--- src/rtl/serial_add_ctrl.sv ---
// Bit-serial add/subtract sequencer: one full-adder cell is reused for WIDTH
// cycles, LSB first, with a start/busy/done handshake to the requester.

module full_adder (
  input  logic i_a,
  input  logic i_b,
  input  logic i_cin,
  output logic o_sum,
  output logic o_cout
);
  assign o_sum  = i_a ^ i_b ^ i_cin;
  assign o_cout = (i_a & i_b) | (i_cin & (i_a ^ i_b));
endmodule

module serial_add_ctrl #(
  parameter int WIDTH = 8
) (
  input  logic             clk,
  input  logic             rst_n,
  input  logic             start,
  input  logic             op_sub,
  input  logic [WIDTH-1:0] a,
  input  logic [WIDTH-1:0] b,
  input  logic             cin,
  output logic             busy,
  output logic             done,
  output logic [WIDTH-1:0] sum,
  output logic             cout,
  output logic             overflow
);
  localparam int             CW   = $clog2(WIDTH + 1);
  localparam logic [CW-1:0]  LAST = CW'(WIDTH - 1);

  typedef enum logic [1:0] {IDLE, RUN, DONE} state_t;

  state_t           r_state, w_state_nxt;
  logic [WIDTH-1:0] r_opa, r_opb, r_sum, w_sum_shift;
  logic [CW-1:0]    r_cnt;
  logic             r_carry, r_cout, r_ovf;
  logic             w_fa_s, w_fa_c, w_load, w_step, w_last;

  full_adder u_fa (
    .i_a   (r_opa[0]),
    .i_b   (r_opb[0]),
    .i_cin (r_carry),
    .o_sum (w_fa_s),
    .o_cout(w_fa_c)
  );

  assign w_last = (r_cnt == LAST);

  // New result bit enters at the MSB; after WIDTH steps bit 0 sits at the LSB.
  always_comb begin
    w_sum_shift            = r_sum >> 1;
    w_sum_shift[WIDTH-1]   = w_fa_s;
  end

  always_comb begin
    w_state_nxt = r_state;
    w_load      = 1'b0;
    w_step      = 1'b0;
    case (r_state)
      IDLE: begin
        if (start) begin
          w_load      = 1'b1;
          w_state_nxt = RUN;
        end
      end
      RUN: begin
        w_step = 1'b1;
        if (w_last) w_state_nxt = DONE;
      end
      DONE:    w_state_nxt = IDLE;
      default: w_state_nxt = IDLE;
    endcase
  end

  always_ff @(posedge clk) begin
    if (!rst_n) begin
      r_state <= IDLE;
      r_opa   <= '0;
      r_opb   <= '0;
      r_sum   <= '0;
      r_cnt   <= '0;
      r_carry <= 1'b0;
      r_cout  <= 1'b0;
      r_ovf   <= 1'b0;
    end else begin
      r_state <= w_state_nxt;
      if (w_load) begin
        r_opa   <= a;
        r_opb   <= op_sub ? ~b : b;
        r_carry <= op_sub ? 1'b1 : cin;
        r_cnt   <= '0;
        r_sum   <= '0;
      end else if (w_step) begin
        r_sum   <= w_sum_shift;
        r_carry <= w_fa_c;
        r_opa   <= r_opa >> 1;
        r_opb   <= r_opb >> 1;
        if (w_last) begin
          // r_carry here is the carry into the MSB.
          r_cout <= w_fa_c;
          r_ovf  <= r_carry ^ w_fa_c;
        end else begin
          r_cnt <= r_cnt + CW'(1);
        end
      end
    end
  end

  assign busy     = (r_state == RUN);
  assign done     = (r_state == DONE);
  assign sum      = r_sum;
  assign cout     = r_cout;
  assign overflow = r_ovf;

endmodule

--- config.mk ---
export PLATFORM = sky130hd
export DESIGN_NAME = serial_add_ctrl
export DESIGN_NICKNAME = d
export VERILOG_FILES = /design/src/rtl/serial_add_ctrl.sv
export SDC_FILE = /design/constraint.sdc
export NUM_CORES = 1
export LEC_CHECK = 0
export ABC_CLOCK_PERIOD_IN_PS = 3050
export CORE_AREA = 2 2 56 58
export CTS_CLUSTER_DIAMETER = 120
export CTS_CLUSTER_SIZE = 28
export DETAILED_ROUTE_END_ITERATION = 8
export DIE_AREA = 0 0 58 60
export GPL_TIMING_DRIVEN = 1
export PLACE_DENSITY_LB_ADDON = 0.25
export SETUP_SLACK_MARGIN = 0.15
export SLEW_MARGIN = 10
export SYNTH_ARGS = -nofsm -noshare
export SYNTH_HDL_FRONTEND = slang
export SYNTH_HIERARCHICAL = 1
export SYNTH_SLANG_ARGS = --single-unit
--- constraint.sdc ---
create_clock -name clk -period 3.05 [get_ports clk]
set_input_delay 0.4575 -clock clk [delete_from_list [all_inputs] [get_ports clk]]
set_output_delay 0.4575 -clock clk [all_outputs]
set_load 0.05 [all_outputs]
==> run metrics, run 1 <==
Clock Root Buffer sky130_fd_sc_hd__clkbuf_4; number of DRC markers in iteration 0 48; initial cell density of the core 0.503; cts-stage hold buffer count 0; Hold Path Class flop to flop; antenna diode instance count 0; leakage power 0.623 nW; net switching share of the total power 0.277; share of flip-flops with an asynchronous set or reset after synthesis 0; family with the most delay on the worst path buffers and inverters; vias per inst 5.73; H-Tree Level Count 2; GRT Util Overall 0.204; Power per Cell Area 458 mW/mm^2; fillers 239; most used flip-flop cell after synthesis sky130_fd_sc_hd__dfxtp_1; post-synthesis share of cell area spent on and, or, nand and nor gates 0.173; CP max stage cell sky130_fd_sc_hd__clkdlybuf4s50_1; final routed wirelength across all metal layers 3240 um; max-cap check violation count 0; sequential share of power 0.564; internal power 0.603 mW; fraction of the mapped netlist area in compound gates 0.238; worst voltage drop across the vdd grid 0.312 mV; final hold violation count 0; type of origin of the critical path flop; max-slew violation total from the final report 0; share of the clock period used by the worst path after layout 0.817; setup_tns 0 ps; I/O pin total 33; sort of element at the end of the critical path output pin; global-route wire length before repair 5380 um; DRC violation count after routing 0; Tmin final 2490 ps; worst hold slack across all endpoints 471 ps; portion of total power attributed to combinational logic 0.155; worst setup path class flop to output pin; post-synthesis adder-cell area fraction 0.0223; Chip Height 60 um; warnings from Yosys 6; transition time at the pin with the least slew margin 855 ps; number of buffers created by CTS 5; buffer and inverter count on the worst path 2; count of flip-flops with a built-in enable after synthesis 0; # clock sinks 33; clock tree from TritonCTS yes; area of the die 0.00348 sq mm; mean routed wirelength per cell 14.1 um; number of distinct library cells after synthesis 34; share of layout cells above drive strength 1 0.0558; GRT overflow 0; Max Clock Freq 401 MHz; fraction of synthesized area in multiplexers 0; detailed placement HPWL 2250 um; number of failing setup endpoints in the final timing report 0; Crit Path Max Fanout 21; ANT nets after route 0; required time reported for the critical path endpoint 2590 ps; maximum number of pins on one net before global-route repair 22; Slew HR 0.426; setup bufs post-CTS 0; sequential element share of the synthesized area 0.452; status completed; combinational family with the most area after synthesis compound AO/OA/AOI/OAI gates; RSZ-0062 raised after global routing false; buffers added on ports 32; CTS clk-pin slew, worst paths 110 ps; via count of the first global-routing pass 1258; # nets final 219; xor/xnor cell area share of the yosys netlist 0.0539; width of the chip 58 um; total of cells resized after clock tree synthesis 0; routability congestion estimate from global placement 0.846; antenna violations before repair 0; number of standard cells after synthesis 166; switching component of the power 0.231 mW; detailed-route via count 1319; critical path's largest stage delay 800 ps; Worst Skew 12.5 ps; synthesis-to-layout area growth 24.5%; mean instance size in the synthesized netlist 8.80 sq um; Mapped Nets 189; source-to-sink clock delay at the later pin of the worst-skew pair 340 ps; cell-by-cell listing of the critical path nand2b_4, inv_1, clkdlybuf4s50_1; Arr. time, crit path 2030 ps; number of buffers between clock root and the deepest sink 2; Power Total 0.834 mW; area of the core 0.00290 sq mm; Clk pwr share 0.281; Placement Rows 20; number of storage elements in the synthesis netlist 33; Pre-antenna DRT Iters 4; Cell Area, Synth 0.00146 sq mm
[per-layer routing]
metal	global-route usage	up-vias	part of all wire
li1	-	658	-
met1	0.236	619	0.43
met2	0.341	33	0.50
met3	0.0736	9	0.046
met4	0.0897	0	0.020
met5	0	-	0
[stage by stage]
stage / setup slack [ps] / cell area, sq um / utilization / instances
after floorplan: 1420 / 1460 / - / 166
after global placement: 636 / 1770 / 0.609 / 222
after detailed placement: 533 / 1770 / 0.609 / 222
after CTS: 565 / 1820 / 0.627 / 230
after global routing: 436 / 1820 / 0.627 / 230
final: 558 / 1820 / 0.627 / 230
[Yosys cell counts (2+ instances only)]
cell | number | area [sq um]
sky130_fd_sc_hd__dfxtp_1 | 33 | 661
sky130_fd_sc_hd__nand2_1 | 24 | 90.1
sky130_fd_sc_hd__a21oi_1 | 22 | 110
sky130_fd_sc_hd__o21ai_0 | 11 | 55.1
sky130_fd_sc_hd__o221ai_1 | 9 | 78.8
sky130_fd_sc_hd__nand3_1 | 8 | 40.0
sky130_fd_sc_hd__xnor2_1 | 8 | 70.1
sky130_fd_sc_hd__o22ai_1 | 7 | 43.8
sky130_fd_sc_hd__buf_2 | 5 | 25.0
sky130_fd_sc_hd__inv_1 | 5 | 18.8
sky130_fd_sc_hd__nand3b_1 | 4 | 30.0
sky130_fd_sc_hd__nor2_1 | 3 | 11.3
sky130_fd_sc_hd__buf_4 | 2 | 15.0
sky130_fd_sc_hd__buf_6 | 2 | 22.5
sky130_fd_sc_hd__clkbuf_1 | 2 | 7.51
sky130_fd_sc_hd__nand2b_1 | 2 | 12.5
sky130_fd_sc_hd__nor3_1 | 2 | 10.0
[cell usage in the layout (no fill, tap or decap), drive strengths merged]
cell type	Yosys	layout
clkdlybuf4s50	0	32
nor2b	1	1
a2bb2oi	1	1
ha	1	1
or4	1	1
o31ai	1	1
o22ai	7	7
clkbuf	2	6
fa	1	1
clkinv	0	2
nand3b	4	4
a221oi	1	1
inv	5	5
o32ai	1	1
a21oi	22	22
o21ba	1	1
xnor2	8	8
nand2	24	24
nor3b	1	1
nor2	3	3
xor2	1	1
nand2b	3	3
dfxtp	33	33
nand3	8	8
or3	1	1
a22oi	1	1
a311oi	1	1
nor3	2	2
and3b	1	1
buf	9	2
o221ai	9	9
o21ai	11	11
and4	1	1
[tightest hold or removal path, cell delays in order, from the launching register on]
cell                      delay [ps]
sky130_fd_sc_hd__dfxtp_1         330
sky130_fd_sc_hd__nand2_1          50
sky130_fd_sc_hd__a21oi_1          60
[power by group through the flow]
stage	clock [mW]	combinational [mW]	sequential [mW]
2_1_floorplan	0	0.0870	0.476
3_3_place_gp	0	0.126	0.478
3_5_place_dp	0	0.129	0.479
4_1_cts	0.241	0.130	0.470
5_1_grt	0.264	0.142	0.473
6_report	0.234	0.130	0.470
[registers in the layout, summed over array words and instances (netlist names)]
name and count:
r_opa 8, r_opb 8, sum 8, r_cnt 4
r_state 2, cout 1, overflow 1, r_carry 1
[worst paths after layout]
kind | cells past startpoint | endpoint | slack (ps) | startpoint
max | 3 | busy | 560 | r_state[0]
min | 2 | sum[0] | 470 | sum[0]
min reg2reg | 2 | sum[0] | 470 | sum[0]
max reg2reg | 3 | r_cnt[2] | 1490 | r_state[1]
[cell type report]
| class | count | area [sq um] | area share |
|---|---|---|---|
| inverter | 5 | 18.8 | 0.0103 |
| sequential | 33 | 661 | 0.363 |
| tap | 33 | 41.3 | 0.0227 |
| clock buffer | 6 | 41.3 | 0.0227 |
| timing repair buffer | 34 | 335 | 0.184 |
| multi-input combinational | 117 | 712 | 0.391 |
| clock inverter | 2 | 10.0 | 0.00550 |
[kinds of logic after synthesis]
| family | after synthesis |
|---|---|
| flip-flops | 33 |
| AND/OR/NAND/NOR | 50 |
| adder cells (fa/ha/maj) | 2 |
| buffers and inverters | 16 |
| AO/OA/AOI/OAI | 56 |
| XOR/XNOR | 9 |
Power figures use the tool's default switching activity.
==> inputs of run 2 (changes only) <==
--- a/config.mk
+++ b/config.mk
@@ -5,12 +5,12 @@
 export SDC_FILE = /design/constraint.sdc
 export NUM_CORES = 1
 export LEC_CHECK = 0
-export ABC_CLOCK_PERIOD_IN_PS = 3050
-export CORE_AREA = 2 2 56 58
+export ABC_CLOCK_PERIOD_IN_PS = 2490
+export CORE_AREA = 2 2 58 60
 export CTS_CLUSTER_DIAMETER = 120
 export CTS_CLUSTER_SIZE = 28
 export DETAILED_ROUTE_END_ITERATION = 8
-export DIE_AREA = 0 0 58 60
+export DIE_AREA = 0 0 60 62
 export GPL_TIMING_DRIVEN = 1
 export PLACE_DENSITY_LB_ADDON = 0.25
 export SETUP_SLACK_MARGIN = 0.15
==> constraint.sdc (replaced) <==
create_clock -name clk -period 2.49 [get_ports clk]
set_input_delay 0.3735 -clock clk [delete_from_list [all_inputs] [get_ports clk]]
set_output_delay 0.3735 -clock clk [all_outputs]
set_load 0.05 [all_outputs]
==> run 2 against run 1 <==
Effect of this change:
- combinational power rose by 23%
- die area is 6.9% higher
- worst setup slack worse by 120 ps
- critical path type unchanged
- critical endpoint is now done
- largest cell class unchanged
==> run metrics, run 2 (synthesis gave the netlist of run 1 again) <==
status completed; Slew HR 0.650; most frequent standard cell in the layout excluding fill and tap cells sky130_fd_sc_hd__dfxtp_1; buffer and inverter count on the worst path 2; fillers 292; # nets final 220; endpoint of the worst hold path sum[0]; H-Tree Level Count 2; worst hold slack across all endpoints 469 ps; number of failing setup endpoints in the final timing report 0; area used by sequential logic in the layout 661 sq um; GRT overflow 0; Worst Skew 9.51 ps; I/O pin total 33; antenna violations before repair 0; source-to-sink clock delay at the later pin of the worst-skew pair 330 ps; initial cell density of the core 0.460; hold_sp sum[0]; Clock Root Buffer sky130_fd_sc_hd__clkbuf_4; DRC violation count after routing 0; CP max stage cell sky130_fd_sc_hd__dlygate4sd2_1; detailed placement HPWL 2230 um; transition time at the pin with the least slew margin 523 ps; commonest cells after routing, fill and taps aside sky130_fd_sc_hd__dfxtp_1 (33), sky130_fd_sc_hd__clkdlybuf4s50_1 (30), sky130_fd_sc_hd__nand2_1 (24); required time reported for the critical path endpoint 2120 ps; Max Clock Freq 488 MHz; setup_tns 0 ps; synthesis-to-layout area growth 26.1%; family with the most delay on the worst path buffers and inverters; Tmin final 2050 ps; final hold violation count 0; mean routed wirelength per cell 12.6 um; max-cap check violation count 0; via count of the first global-routing pass 1143; number of buffers between clock root and the deepest sink 2; Pre-antenna DRT Iters 4; share of the clock period used by the worst path after layout 0.823; worst setup path class flop to output pin; Crit Path Max Fanout 10; reg2reg setup slack 820 ps; width of the chip 60 um; Placement Rows 21; routability congestion estimate from global placement 0.762; critical path's largest stage delay 530 ps; ANT nets after route 0; GRT Util Overall 0.190; sort of element at the end of the critical path output pin; RR Startpoint r_state[1]; endpoint of the most critical register-to-register path r_cnt[2]; CTS clk-pin slew, worst paths 90 ps; RSZ-0062 raised after global routing false; antenna diode instance count 0; maximum number of pins on one net before global-route repair 22; number of buffers created by CTS 5; area of the core 0.00318 sq mm; final routed wirelength across all metal layers 3060 um; global-route wire length before repair 5170 um; type of origin of the critical path flop; leakage power 0.634 nW; vias per inst 5.22; share of layout cells above drive strength 1 0.0609; worst voltage drop across the vdd grid 0.302 mV; area of the die 0.00372 sq mm; Multi-input gate area 712 sq um; max-slew violation total from the final report 0; Chip Height 62 um; number of DRC markers in iteration 0 58; Power per Cell Area 561 mW/mm^2; cts-stage hold buffer count 0; cell-by-cell listing of the critical path inv_1, nor2_1, dlygate4sd2_1; # clock sinks 33; detailed-route via count 1269; Arr. time, crit path 1680 ps; Hold Path Class flop to flop; r2r worst-path depth 5; buffers added on ports 32; clock tree from TritonCTS yes; hold depth 2
## run 2: cell types whose count changed in the layout (fill, tap and decap cells not counted), sizes merged
cell	delta
clkinv	-2
dlygate4sd2	+1
buf	+2
clkbuf	+1
clkdlybuf4s50	-2
## run 2: worst reg2reg max path: stages, from the launching register on
cell and delay, ps:
sky130_fd_sc_hd__dfxtp_1 500, sky130_fd_sc_hd__nand2b_4 330, sky130_fd_sc_hd__inv_1 190, sky130_fd_sc_hd__buf_4 230, sky130_fd_sc_hd__and4_1 210, sky130_fd_sc_hd__nor3_1 150
## run 2: per-stage QoR
step	setup slack (ps)	cells	instance area (sq um)	power, mW	util
2_1_floorplan	943	166	1460	0.689	-
3_3_place_gp	574	236	1790	0.743	0.563
3_5_place_dp	521	236	1790	0.747	0.563
4_1_cts	421	243	1840	1.05	0.580
5_1_grt	299	243	1840	1.09	0.580
6_report	441	243	1840	1.03	0.580
## run 2: worst max path at each step
| stage | from | end | slack [ps] | cells past startpoint |
|---|---|---|---|---|
| floorplan | r_state[1] | done | 940 | 3 |
| global placement | r_state[1] | done | 570 | 3 |
| detailed placement | r_state[1] | done | 520 | 3 |
| CTS | r_state[1] | done | 420 | 3 |
| global route | r_state[1] | done | 300 | 3 |
| finish | r_state[1] | done | 440 | 3 |
## run 2: power breakdown
part | total (mW) | internal (mW) | switching [mW]
clock | 0.299 | 0.133 | 0.166
combinational | 0.160 | 0.0769 | 0.0829
sequential | 0.576 | 0.555 | 0.0203
## run 2: per-layer routing
layer  part of all wire  GRT usage  wire length (um)  vias up
li1                   -          -                 -      661
met1               0.48      0.241              1460      578
met2               0.47      0.304              1440       21
met3              0.032     0.0497                97        9
met4              0.021     0.0857                65        0
met5                  0          0                 0        -
## run 2: repair_timing
item,CTS,global route
setup endpoints to repair,1,0
setup buffers,0,0
gates resized for setup,1,0
endpoints found under the hold margin,0,0
## run 2: layout make-up
cell class / instances / area share
inverters: 5 / 0.0102
multi-input cells: 117 / 0.386
clock buffers: 7 / 0.0299
well taps: 46 / 0.0312
repair buffers: 35 / 0.184
flip-flops and latches: 33 / 0.358
